[src/rtl/uart_msg_echo_ctrl.sv]
// Byte controller between uart_rx and uart_tx: periodic fixed message plus FIFO-buffered echo.
// Optional build macro UART_ECHO_UPCASE_EN: echoed 'a'..'z' are sent as 'A'..'Z'.
module uart_msg_echo_ctrl #(
  parameter int unsigned          CLK_FRE    = 27,
  parameter int unsigned          PERIOD_MS  = 1000,
  parameter int unsigned          MSG_LEN    = 7,
  parameter logic [MSG_LEN*8-1:0] MSG        = 56'h48656C6C6F0D0A,
  parameter int unsigned          FIFO_DEPTH = 16
) (
  input  logic                          clock,
  input  logic                          reset,
  input  logic                          enable,
  input  logic [7:0]                    rx_data,
  input  logic                          rx_data_valid,
  output logic                          rx_data_ready,
  output logic [7:0]                    tx_data,
  output logic                          tx_data_valid,
  input  logic                          tx_data_ready,
  output logic                          msg_busy,
  output logic                          overflow,
  output logic [$clog2(FIFO_DEPTH):0]   fifo_level,
  output logic [1:0]                    state_dbg
);

  localparam int unsigned AW          = $clog2(FIFO_DEPTH);
  localparam logic [AW:0] DEPTH_L     = (AW+1)'(FIFO_DEPTH);
  localparam logic [31:0] PERIOD_LAST = 32'(CLK_FRE * 1000 * PERIOD_MS - 1);
  localparam logic [7:0]  LAST_IDX    = 8'(MSG_LEN - 1);

  typedef enum logic [1:0] {
    S_IDLE = 2'd0,
    S_SEND = 2'd1,
    S_WAIT = 2'd2
  } state_e;

  state_e        state_q;
  logic [7:0]    tx_data_q;
  logic          tx_valid_q;
  logic          busy_q;
  logic [7:0]    idx_q;
  logic [31:0]   cnt_q;

  logic [7:0]    mem_q [FIFO_DEPTH];
  logic [AW-1:0] wr_ptr_q, wr_ptr_d;
  logic [AW-1:0] rd_ptr_q, rd_ptr_d;
  logic [AW:0]   count_q, count_d;
  logic          overflow_q, overflow_d;

  logic          full, empty, push, pop, xfer, go_send;
  logic [7:0]    head, echo_byte;

  function automatic logic [7:0] msg_at(input logic [7:0] i);
    return 8'(MSG >> ((MSG_LEN - 1 - int'(i)) * 8));
  endfunction

  // tx handshake: a byte moves on every edge with tx_data_valid & tx_data_ready;
  // once valid is high, tx_data is frozen and valid stays high until that edge (reset excepted).
  assign full    = (count_q == DEPTH_L);
  assign empty   = (count_q == '0);
  assign push    = rx_data_valid && !full && (state_q != S_IDLE);
  assign xfer    = tx_valid_q && tx_data_ready;
  assign go_send = (state_q == S_WAIT) && enable && !tx_valid_q && (cnt_q >= PERIOD_LAST);
  assign pop     = (state_q == S_WAIT) && !tx_valid_q && !empty && !go_send;
  assign head    = mem_q[rd_ptr_q];

`ifdef UART_ECHO_UPCASE_EN
  assign echo_byte = (head >= 8'h61 && head <= 8'h7A) ? (head - 8'h20) : head;
`else
  assign echo_byte = head;
`endif

  always_comb begin
    wr_ptr_d   = wr_ptr_q;
    rd_ptr_d   = rd_ptr_q;
    count_d    = count_q;
    overflow_d = overflow_q | (rx_data_valid & full);
    if (push) wr_ptr_d = wr_ptr_q + AW'(1);
    if (pop)  rd_ptr_d = rd_ptr_q + AW'(1);
    case ({push, pop})
      2'b10:   count_d = count_q + (AW+1)'(1);
      2'b01:   count_d = count_q - (AW+1)'(1);
      default: count_d = count_q;
    endcase
  end

  always_ff @(posedge clock) begin
    if (push) mem_q[wr_ptr_q] <= rx_data;
  end

  always_ff @(posedge clock) begin
    if (reset) begin
      wr_ptr_q   <= '0;
      rd_ptr_q   <= '0;
      count_q    <= '0;
      overflow_q <= 1'b0;
    end else begin
      wr_ptr_q   <= wr_ptr_d;
      rd_ptr_q   <= rd_ptr_d;
      count_q    <= count_d;
      overflow_q <= overflow_d;
    end
  end

  always_ff @(posedge clock) begin
    if (reset) begin
      state_q    <= S_IDLE;
      tx_data_q  <= '0;
      tx_valid_q <= 1'b0;
      busy_q     <= 1'b0;
      idx_q      <= '0;
      cnt_q      <= '0;
    end else begin
      case (state_q)
        S_IDLE: begin
          cnt_q <= '0;
          idx_q <= '0;
          if (enable) begin
            state_q <= S_SEND;
            busy_q  <= 1'b1;
          end else begin
            state_q <= S_WAIT;
          end
        end
        S_SEND: begin
          if (!tx_valid_q) begin
            tx_data_q  <= msg_at(idx_q);
            tx_valid_q <= 1'b1;
          end else if (tx_data_ready) begin
            if (idx_q == LAST_IDX) begin
              idx_q      <= '0;
              tx_valid_q <= 1'b0;
              cnt_q      <= '0;
              busy_q     <= 1'b0;
              state_q    <= S_WAIT;
            end else begin
              idx_q     <= idx_q + 8'd1;
              tx_data_q <= msg_at(idx_q + 8'd1);
            end
          end
        end
        S_WAIT: begin
          if (cnt_q != '1) cnt_q <= cnt_q + 32'd1;
          // The message only takes over once no echo byte is outstanding.
          if (xfer) begin
            tx_valid_q <= 1'b0;
          end else if (go_send) begin
            state_q <= S_SEND;
            busy_q  <= 1'b1;
          end else if (pop) begin
            tx_data_q  <= echo_byte;
            tx_valid_q <= 1'b1;
          end
        end
        default: begin
          state_q    <= S_IDLE;
          tx_valid_q <= 1'b0;
          busy_q     <= 1'b0;
          idx_q      <= '0;
          cnt_q      <= '0;
        end
      endcase
    end
  end

  assign rx_data_ready = !full;
  assign tx_data       = tx_data_q;
  assign tx_data_valid = tx_valid_q;
  assign msg_busy      = busy_q;
  assign overflow      = overflow_q;
  assign fifo_level    = count_q;
  assign state_dbg     = state_q;

endmodule

[config.mk]
export PLATFORM = sky130hd
export DESIGN_NAME = uart_msg_echo_ctrl
export DESIGN_NICKNAME = d
export VERILOG_FILES = /design/src/rtl/uart_msg_echo_ctrl.sv
export SDC_FILE = /design/constraint.sdc
export NUM_CORES = 1
export LEC_CHECK = 0
export BUFFER_PORTS_ARGS = -buffer_cell sky130_fd_sc_hd__clkbuf_2
export CAP_MARGIN = 10
export CORE_MARGIN = 2
export CORE_UTILIZATION = 45
export CTS_CLUSTER_DIAMETER = 30
export DETAILED_ROUTE_END_ITERATION = 8
export PLACE_DENSITY = 0.58
export SLEW_MARGIN = 20
export SYNTH_ARGS = -nofsm -noshare
export SYNTH_HDL_FRONTEND = slang
export SYNTH_SLANG_ARGS = --single-unit
export TNS_END_PERCENT = 20
[constraint.sdc]
create_clock -name clock -period 7.1 [get_ports clock]
set_input_delay 1.42 -clock clock [delete_from_list [all_inputs] [get_ports clock]]
set_output_delay 1.42 -clock clock [all_outputs]
set_load 0.05 [all_outputs]
# After elaboration in Yosys (flattened, before gate mapping)
# Memories as Yosys holds them, arrays and structs flattened. A register that Yosys moved wholly into a read port is not among the register bits.
# Cells that the tools add are included.
# classes
add_sub_neg	8
magnitude_cmp	1
eq_ne	20
shifts	2
n_mux	42
n_bitwise	4
reduce_logical	24
# ops
operator	n
2-to-1 mux 32 bit	4
>> shifter 55 x 32 -> 8 bit, first input constant	2
2-to-1 mux 8 bit	9
case mux 32 bit (2 select lines)	1
adder 32 x 1 -> 32 bit, second input constant	1
>= comparator 32 x 25 -> 1 bit, second input constant	1
!= test 32 bit, second input constant	1
case mux 8 bit (2 select lines)	2
subtractor 3 x 8 -> 9 bit, first input constant	2
!= test 2 bit, second input constant	8
2-to-1 mux 1 bit	14
2-to-1 mux 2 bit	6
!= test 3 bit, second input constant	4
AND reduction 6 bit	2
case mux 5 bit (2 select lines)	1
logical AND 1 bit	9
adder 4 x 1 -> 4 bit, second input constant	2
adder 8 x 1 -> 8 bit, second input constant	1
== test 8 x 3 -> 1 bit, second input constant	1
2-to-1 mux 4 bit	2
case mux 1 bit (3 select lines)	2
case mux 2 bit (3 select lines)	1
AND reduction 3 bit	2
nonzero test 2 bit	3
14 further kinds	20
# totals
register_bits	66
ram_bits	128
n_memories	1
# mem_list
memory	depth	width	read_ports	rd_ports_with_merged_regs	wr	line	rtl
mem_q	16	8	1	1	1	43	logic [7:0] mem_q [FIFO_DEPTH];

# Depth between registers and ports, before layout
# depth
depth_word	10
depth_mapped	16
depth_no_buf	15

# Worst setup path after synthesis
# No wires, ideal clock.
# synth_path
path_type	input to register
from	in enable
to	reg count_q[4], in the netlist fifo_level[4]
setup_ns	0.071
arrival_ns	3.822
path_slack_ns	3.207
stages	14
cell_sequence	inv_1 > a31o_2 > o21ai_2 > inv_1 > ha_1 > clkbuf_1 > xor2_1 > ha_1 > o21a_1 > o22a_1 > a21oi_1 > xor2_1 > or3_1 > a21oi_1
# synth_via
elab_chain_len	7
elab_cells_between_ends	9
cone_classes	2 x eq/ne; 1 x mux; 6 x reduce/logical
# synth_rtl
element	line	rtl
from (decl)	12	input logic enable,
logical AND 1 bit * (3 in a row)	62	assign go_send = (state_q == S_WAIT) && enable && !tx_valid_q && (cnt_q >= PERIOD_LAST);
logical NOT 1 bit *	63	assign pop = (state_q == S_WAIT) && !tx_valid_q && !empty && !go_send;
logical AND 1 bit *	63	
named net pop	49	logic full, empty, push, pop, xfer, go_send;
== test 2 x 1 -> 1 bit or == test 2 bit (tied branches)	79	case ({push, pop})
case mux 5 bit (2 select lines) or nonzero test 2 bit (tied branches)	n/a	
to (signal assigned)	99	count_q <= count_d;
to (decl)	46	logic [AW:0] count_q, count_d;
# The timed path passes the listed nets; every way through them passes the cells marked *.
# A chain may end at the register's enable or synchronous reset.

# Worst setup path after layout
# layout_path
from	reg cnt_q[23]
to	reg count_q[4], in the netlist fifo_level[4]
# layout_via
elab_chain_len	6
elab_cells_between_ends	8
cone_classes	1 x order compare; 2 x eq/ne; 1 x mux; 4 x reduce/logical
# layout_rtl
element	line	rtl
from (decl)	41	logic [31:0] cnt_q;
from (signal assigned)	142	if (cnt_q != '1) cnt_q <= cnt_q + 32'd1;
>= comparator 32 x 25 -> 1 bit *	62	
logical AND 1 bit *	62	
logical NOT 1 bit *	63	
logical AND 1 bit *	63	
named net pop	49	
== test 2 x 1 -> 1 bit or == test 2 bit (tied branches)	79	
case mux 5 bit (2 select lines) or nonzero test 2 bit (tied branches)	n/a	
# Marks and branches as above.

==> impl_metrics.toml <==
[critical_path]
rr_worst_depth = 14
timing.rr.end = "fifo_level[4]"
path_max_fanout = 9
reg2reg_slack_ns = 3.27
start_kind = "flip-flop"
required_ns = 7.44
arrival_ns = 4.18
crit_type = "reg -> reg"
r2r-start = "cnt_q[23]"
end_kind = "flip-flop"

[floorplanning]
die_y_microns = 146
coreArea_sq_um = 19700
io_pins = 32
initial_core_util_pct = 46.3
die_x_microns = 146
fp.dieArea_sq_um = 21400
rows = 51

[route]
remaining_drc_errors = 0
drt-pass1-iter-count = 5
ant_nets = 0
top_layer_used = "met4"
num_vias = 5674
vias_per_cell = 5.63
avgRoutedWirePerCell_microns = 18.3
wl_met3_microns = 725
wirelength_microns = 18400
dr_wl_met2_microns = 8860
wl_met1_microns = 8520
drt_iter0_drc = 425

[yosys]
ys_ff_latch = 198
synth_flop_cell = "edfxtp_1"
syn_nets = 748
netlist_area_sq_um = 9090
synth_area_leaders = "edfxtp_1 42%, dfxtp_1 15%, mux4_2 8.7%"
synth.avg_cell_area_sq_um = 12.6
syn_inst = 719
yosys.area.top_type_share_pct = 42.3
netlist-cell-type-count = 73
async_reset_ff_share_pct = 0
ys.warnings.count = 0
synth.largest_area_cell = "edfxtp_1"
synth_seq_area_share_pct = 57.7
synth_edf_count = 128
synth_common_cells = "128 x edfxtp_1, 74 x nor2_1, 70 x dfxtp_1, 37 x nand2_1, 36 x a21oi_1"
synth.most_common_cell = "edfxtp_1"

[power]
seqPwrFrac_pct = 46.9
swShare_pct = 31.2
p_per_area_nw_per_um2 = 287
peakVddDrop_mv = 0.188
total_power_w = 0.00287
p_leak_nw = 3.25
internal_power_w = 0.00198
combPwrFrac_pct = 19.8
pwr-share-clk_pct = 33.3
p_switching_w = 0.000895

[timing]
fin_worst_skew_ns = 0.00895
hold_violations = 0
setup-tns-final_ns = 0
worst_pin_slew_ns = 1.01
finalCriticalPeriod_ns = 3.83
setup_slack_ns = 3.27
relSlewSlack_pct = 32.7
slew_viol_final = 0
fmax_mhz = 261
period_share_pct = 54.0
rsz0062_at_grt = "no"
setup-violations-final = 0

[placement]
port_buffers = 31
routabilityCongestion = 0.828
pre_cts_slack_ns = 2.87
hpwlAfterDp_microns = 12100

[global_routing]
grt_pass1_wl_microns = 29300
track_usage_pct = 17.6
gr-total-overflow = 0
antenna_found_initial = 0
grt_pass1_vias = 5574
grt_max_degree = 40

[worst_hold_path]
min_delay_worst_endpoint = "tx_data[0]"
hp-class = "reg -> reg"
holdPathStages = 2
hold_path.startpoint = "tx_data[0]"

[finish]
drive_above_1_share_pct = 17.3
area_growth_syn_to_layout_pct = 9.98
final_nets = 758
fillers = 1728
diodes = 0

[cts]
cts.sinks = 198
cts-root-buf = "clkbuf_16"
htreeDepth = 4
cts_resized = 0
clock_latency_ns = 0.43
clockBufferDepth = 2
cts_tree = "yes"
cts_buffers = 17
cts_hold_buf = 0
path_clk_slew_ns = 0.07
cts_post_setup_buffers_inserted = 0

[outcome]
status = "finished clean"

[run]
drv_cap = 0
## metal layers
layer  up-vias  global-route usage (%)
met1      2778                    23.2
li1       2741                       -
met3        27                    4.06
met2       128                    28.8
met4         0                    5.97
met5         -                       0
## placed cells by master, fill, tap and decap left out, types with 21 or more instances in the layout
cell type / instances
dfxtp_1: 69
edfxtp_1: 128
a21oi_1: 36
mux4_2: 35
inv_1: 26
o21ai_0: 22
nand2_1: 37
nor3_1: 21
xnor2_1: 26
clkbuf_2: 31
nor2_1: 74
## cells by family (layout without fill, tap and decap cells)
kind of cell             Yosys count  after routing  synth area share (%)
AO/OA/AOI/OAI                    112            112                  8.63
XOR/XNOR                          44             44                  4.49
adder cells (fa/ha/maj)           16             16                  2.20
buffers and inverters             69             92                  3.28
flip-flops                       198            198                  57.7
multiplexers                      46             46                  9.91
AND/OR/NAND/NOR                  234            234                  13.8
## layout make-up
cell class              instances  area, sq um  share of cell area [%]
well taps                     265          332                    3.32
repair buffers                 34          178                    1.78
multi-input cells             452         3560                    35.6
clock buffers                  19          433                    4.33
inverters                      26         97.6                   0.976
clock inverters                13          149                    1.49
flip-flops and latches        198         5250                    52.5
## per-stage QoR
stage	cells	hold slack [ns]	area (sq um)	util [%]
after floorplan	719	0.459	9090	-
after global placement	975	0.461	9420	47.9
after detailed placement	975	0.462	9420	47.9
after CTS	1007	0.473	10000	50.9
after global routing	1007	0.519	10000	50.9
final	1007	0.480	10000	50.9
## worst max-delay path by stage
| stage | endpoint | start | depth (start not counted) | slack (ns) |
|---|---|---|---|---|
| final | fifo_level[4] | cnt_q[23] | 14 | 3.27 |
| after global routing | fifo_level[4] | cnt_q[23] | 14 | 2.98 |
| after CTS | fifo_level[4] | cnt_q[23] | 14 | 3.27 |
| after detailed placement | fifo_level[4] | enable | 14 | 2.87 |
| after global placement | fifo_level[4] | enable | 14 | 2.96 |
| after floorplan | fifo_level[4] | enable | 14 | 3.21 |
## critical path, cell delays in order, from the launching register on
cell	delay, ns
dfxtp_1	0.47
or4b_4	0.51
nor4_4	0.21
a31oi_4	0.19
o21ai_2	0.40
inv_1	0.14
ha_1	0.33
xor2_1	0.19
ha_1	0.23
o21a_1	0.19
o22a_1	0.19
a21oi_1	0.18
xor2_1	0.09
or3_1	0.31
a21oi_1	0.14
## registers in the layout, indices dropped and copies added (netlist names), named ones only
name / cells
fifo_level: 5
state_dbg: 2
idx_q: 8
msg_busy: 1
tx_data_valid: 1
tx_data: 8
cnt_q: 32
mem_q: 128
rd_ptr_q: 4
overflow: 1
wr_ptr_q: 4
## power groups by stage
stage	Clock [W]	Combinational (W)	Sequential, W
after floorplan	0	0.000367	0.00144
after global placement	0	0.000558	0.00137
after detailed placement	0	0.000570	0.00137
after CTS	0.000982	0.000572	0.00135
after global routing	0.00102	0.000621	0.00136
final	0.000958	0.000568	0.00135
Note: power is estimated with default switching activity, not from simulation.
